### src/rtl/regfile_2r1w.sv
// 2**ADDR_W x DATA_W register file: one synchronous write port, two combinational read ports, r0 hardwired to zero.
// Optional write-through forwarding on the read ports is enabled by defining REGFILE_BYPASS_EN.
module regfile_2r1w #(
  parameter int DATA_W = 32,
  parameter int ADDR_W = 5
) (
  input  logic              clk_i,
  input  logic              clrn_i,
  input  logic              we_i,
  input  logic [ADDR_W-1:0] wn_i,
  input  logic [DATA_W-1:0] d_i,
  input  logic [ADDR_W-1:0] rna_i,
  input  logic [ADDR_W-1:0] rnb_i,
  output logic [DATA_W-1:0] qa_o,
  output logic [DATA_W-1:0] qb_o
);

  localparam int NREGS = 2 ** ADDR_W;

  logic [NREGS-1:0]  wordEn;
  logic [DATA_W-1:0] regs_q [NREGS];
  logic [DATA_W-1:0] regs_d [NREGS];
  logic [DATA_W-1:0] storeA;
  logic [DATA_W-1:0] storeB;

  // One-hot word enables; word 0 never gets one, which keeps r0 at zero.
  always_comb begin
    wordEn = '0;
    if (we_i) begin
      wordEn[wn_i] = 1'b1;
    end
    wordEn[0] = 1'b0;
  end

  always_comb begin
    for (int i = 0; i < NREGS; i++) begin
      regs_d[i] = wordEn[i] ? d_i : regs_q[i];
    end
    regs_d[0] = '0;
  end

  always_ff @(posedge clk_i or negedge clrn_i) begin
    if (!clrn_i) begin
      for (int i = 0; i < NREGS; i++) begin
        regs_q[i] <= '0;
      end
    end else begin
      for (int i = 0; i < NREGS; i++) begin
        regs_q[i] <= regs_d[i];
      end
    end
  end

  always_comb begin
    storeA = (rna_i == '0) ? '0 : regs_q[rna_i];
    storeB = (rnb_i == '0) ? '0 : regs_q[rnb_i];
  end

`ifdef REGFILE_BYPASS_EN
  // Forward writeback data; wordEn[0] is always low, so reads of r0 stay zero.
  always_comb begin
    qa_o = (clrn_i && wordEn[rna_i]) ? d_i : storeA;
    qb_o = (clrn_i && wordEn[rnb_i]) ? d_i : storeB;
  end
`else
  always_comb begin
    qa_o = storeA;
    qb_o = storeB;
  end
`endif

endmodule

### config.mk
export PLATFORM = sky130hd
export DESIGN_NAME = regfile_2r1w
export DESIGN_NICKNAME = d
export VERILOG_FILES = /design/src/rtl/regfile_2r1w.sv
export SDC_FILE = /design/constraint.sdc
export NUM_CORES = 2
export LEC_CHECK = 0
export CAP_MARGIN = 20
export CORE_MARGIN = 5
export CORE_UTILIZATION = 60
export CTS_CLUSTER_DIAMETER = 30
export CTS_CLUSTER_SIZE = 14
export DETAILED_ROUTE_END_ITERATION = 12
export GPL_ROUTABILITY_DRIVEN = 0
export HOLD_SLACK_MARGIN = 0.1
export PLACE_DENSITY_LB_ADDON = 0.08
export SLEW_MARGIN = 40
export SYNTH_ARGS = -nofsm -noshare
export SYNTH_HDL_FRONTEND = slang
export SYNTH_SLANG_ARGS = --single-unit
export TNS_END_PERCENT = 10
### constraint.sdc
create_clock -name clk_i -period 3 [get_ports clk_i]
set_input_delay 0.45 -clock clk_i [delete_from_list [all_inputs] [get_ports clk_i]]
set_output_delay 0.45 -clock clk_i [all_outputs]
set_load 0.02 [all_outputs]
==> out/results.tsv <==
stage	metric	value	unit
outcome	status	finished with violations	
outcome	violated_checks	setup timing	
floorplan	rows	109	
layout	drive_above_1_share	0.556	
route	via_count	38300	
floorplan	initial_core_util	0.603	
yosys	netlist_area	0.0532	mm²
yosys	netlist_instances	3799	
timing	worst_slew_pin_slew	0.751	ns
placement	dp_hpwl	112	mm
worst_setup_path	crit_path_start	regs_q[470]	
timing	finalCriticalPeriod	3.08	ns
grt	grt_pass1_vias	40800	
layout	final_common_cell	mux2_2	
floorplan	boundaryPins	114	
grt	grt_first_pass_wirelength	269	mm
clocking	tritoncts.num_buffers	209	
layout	commonest_cells_after_routing_fill_and_taps_aside	mux2_2 (1070), dfrtp_1 (992), mux4_2 (385)	
layout	area_of_the_multi_input_gates	0.0271	mm²
pwr	power_density	788	mW/mm²
timing	timing.setup.tns	-0.280	ns
worst_hold_path	hold_class	input port to flop	
grt	number_of_antenna_violations_at_the_first_check_in_global_routing	13	
timing	fin_hold_ws	0.290	ns
timing	grt_setup_unrepaired	true	
worst_setup_path	critPathMaxStageDelay	0.49	ns
yosys	ys_types	39	
flow_run	cap_violations	0	
layout	final_net_count	4160	
timing	max_freq	0.325	GHz
timing	relSlewSlack	0.499	
yosys	synthDominantAreaCellType	dfrtp_1	
worst_setup_path	timing.critical_path.slowest_stage_cell	mux4_2	
pwr	static-leakage-power	29.6	nW
layout	top_register	regs_q	
worst_setup_path	r2r-start	regs_q[141]	
route	drt_pass1_iterations	6	
timing	timing_max_transition_violations_final	0	
timing	timing.final.hold_violations	0	
clocking	worstSkewPairLatency	0.77	ns
floorplan	dieWidth	308	µm
layout	area_delta_synth_final	25.4	%
timing	finClkSkew	0	ns
pwr	total_power	52.6	mW
clocking	clk_path_buf_depth	3	
placement	port_buffers	113	
floorplan	fp.dieArea	0.0948	mm²
pwr	switchingPower	13.7	mW
worst_setup_path	crit_path_cell_chain	mux4_2 -> mux2i_1 -> o32a_1 -> o221ai_1 -> clkdlybuf4s15_1	
yosys	fraction_of_synthesis_flops_using_an_asynchronous_set_or_reset_pin	1.00	
clocking	clkTransAtPathRegs	0.05	ns
grt	grt_max_degree	88	
clocking	cts.root.buffer_cell	clkbuf_16	
route	vias_per_cell	7.01	
pwr	power_switching_share	0.261	
route	initialDrtViolationCount	4000	
layout	reg_top3	regs_q x992	
yosys	ys_ff_latch	992	
grt	globalRouteOverflowTotal	0	
route	total_wire_length	179	mm
grt	grtUsageTotal	0.381	
pwr	combPwrFrac	0.174	
layout	final-seq-area	0.0248	mm²
worst_hold_path	hold_path.startpoint	d_i[19]	
layout	filler_cell_count	5280	
worst_setup_path	worstSetupStartpointType	flop	
yosys	largest_cells_by_area_after_synthesis	dfrtp_1 (47%), mux2_2 (23%), mux4_2 (16%)	
clocking	cts_tree	done	
pwr	max-vdd-ir-drop	0.000681	V
clocking	clkSinkCount	992	
yosys	post-synth-top-area-fraction	0.466	
yosys	synth.net_count	3849	
yosys	synth-seq-area-share	0.466	
timing	final.setup.worst_slack	-0.0765	ns
worst_setup_path	worst_ep_arrival_time	2.63	ns
worst_setup_path	cp_capture_type	output port	
yosys	synth_edf_count	0	
pwr	clock_network_fraction_of_design_power	0.481	
yosys	syn_avg_cell_area	14.0	µm²
floorplan	fp.coreArea	0.0882	mm²
yosys	synth_warn	0	
timing	setup-violations-final	11	
route	ant_nets	0	
clocking	h_tree_depth_reported_by_cts	4	
worst_setup_path	worst-setup-path-type	flop to output port	
floorplan	die_h	308	µm
pwr	internal_power	38.9	mW
pwr	share_seq_of_total_power	0.345	
worst_setup_path	top_fanout_value_on_the_critical_path	3	
layout	largest_register_ffs	992	
route	routed_length_per_placed_instance	32.9	µm
timing	layout_worst_path_cycle_share	1.03	
worst_setup_path	timing.critical_path.required	2.55	ns
route	drt_drc_violations_left	0	
yosys	dominantRegCellSynth	dfrtp_1	
==> final timing paths <==
path	depth (start not counted)	endpoint	slack, ns
max	5	qb_o[22]	-0.08
min	2	regs_q[691]	0.29
max reg2reg	2	regs_q[141]	2.08
min reg2reg	1	regs_q[417]	0.52
max in group asynchronous	4	regs_q[504]	1.56
min in group asynchronous	2	regs_q[870]	0.30
==> synth_stat cells, types with 10 or more instances <==
cell type / number
a21oi_1: 110
buf_1: 70
o22ai_1: 14
nand2_1: 204
mux2i_1: 170
buf_2: 84
a31oi_1: 14
a221oi_1: 57
nand3_1: 36
nor2b_1: 76
dfrtp_1: 992
nor3_1: 50
clkbuf_1: 243
mux2_2: 1075
mux4_2: 385
o32a_1: 24
o211ai_1: 31
o221ai_1: 10
o21ai_0: 31
nor2_1: 52
a22oi_1: 16
a211oi_1: 14
==> power groups by stage <==
stage	Sequential (mW)	Clock, mW	Combinational, mW
after floorplan	17.4	0	6.42
after global placement	17.9	0	8.66
after detailed placement	18.2	0	8.96
after CTS	18.0	25.5	9.10
after global routing	18.4	26.2	9.77
final	18.2	25.3	9.16
==> per-layer routing <==
metal / share of wire / global-route usage / up-vias
met5: 0.00041 / 0 / -
met2: 0.46 / 0.583 / 2304
li1: - / - / 15200
met3: 0.098 / 0.0983 / 613
met1: 0.38 / 0.515 / 20100
met4: 0.056 / 0.189 / 12
==> final cells by class <==
cell class,count,area share
multi-input cells,2404,0.406
flip-flops and latches,992,0.372
clock buffers,262,0.0880
repair buffers,502,0.0825
clock inverters,128,0.0295
well taps,1165,0.0218
diodes,5,0.000187
inverters,1,0.0000937
==> per-stage QoR <==
step	cell area [µm²]	instances	setup slack (ns)	util
after floorplan	53200	3799	0.270	-
after global placement	58800	5051	-0.315	0.666
after detailed placement	58700	5051	-0.284	0.665
after CTS	66700	5445	-0.181	0.756
after global routing	66800	5458	-0.114	0.757
final	66800	5459	-0.0765	0.757
==> logic make-up (layout without fill, tap and decap cells) <==
group / Yosys count / in the layout / share of synthesized area
AND/OR/NAND/NOR: 441 / 441 / 0.0381
other: 0 / 5 / 0
flip-flops: 992 / 992 / 0.466
multiplexers: 1630 / 1630 / 0.422
buffers and inverters: 403 / 893 / 0.0309
AO/OA/AOI/OAI: 333 / 333 / 0.0426
==> worst max-delay path, delay by kind of cell (launching register included) <==
family                 cells  cell delay [ns]
muxes                      2             0.66
AOI/OAI and AO/OA          2             0.41
DFF                        1             0.40
buffers and inverters      1             0.38
==> repair_timing <==
action | CTS | global route
cloned | 0 | 1
endpoints found under the hold margin | 40 | 0
hold buffers | 1 | 0
resized for setup | 171 | 51
setup endpoints to repair | 61 | 51
pin swaps | 10 | 10
setup buffers | 4 | 9
Note: power is estimated with default switching activity, not from simulation.
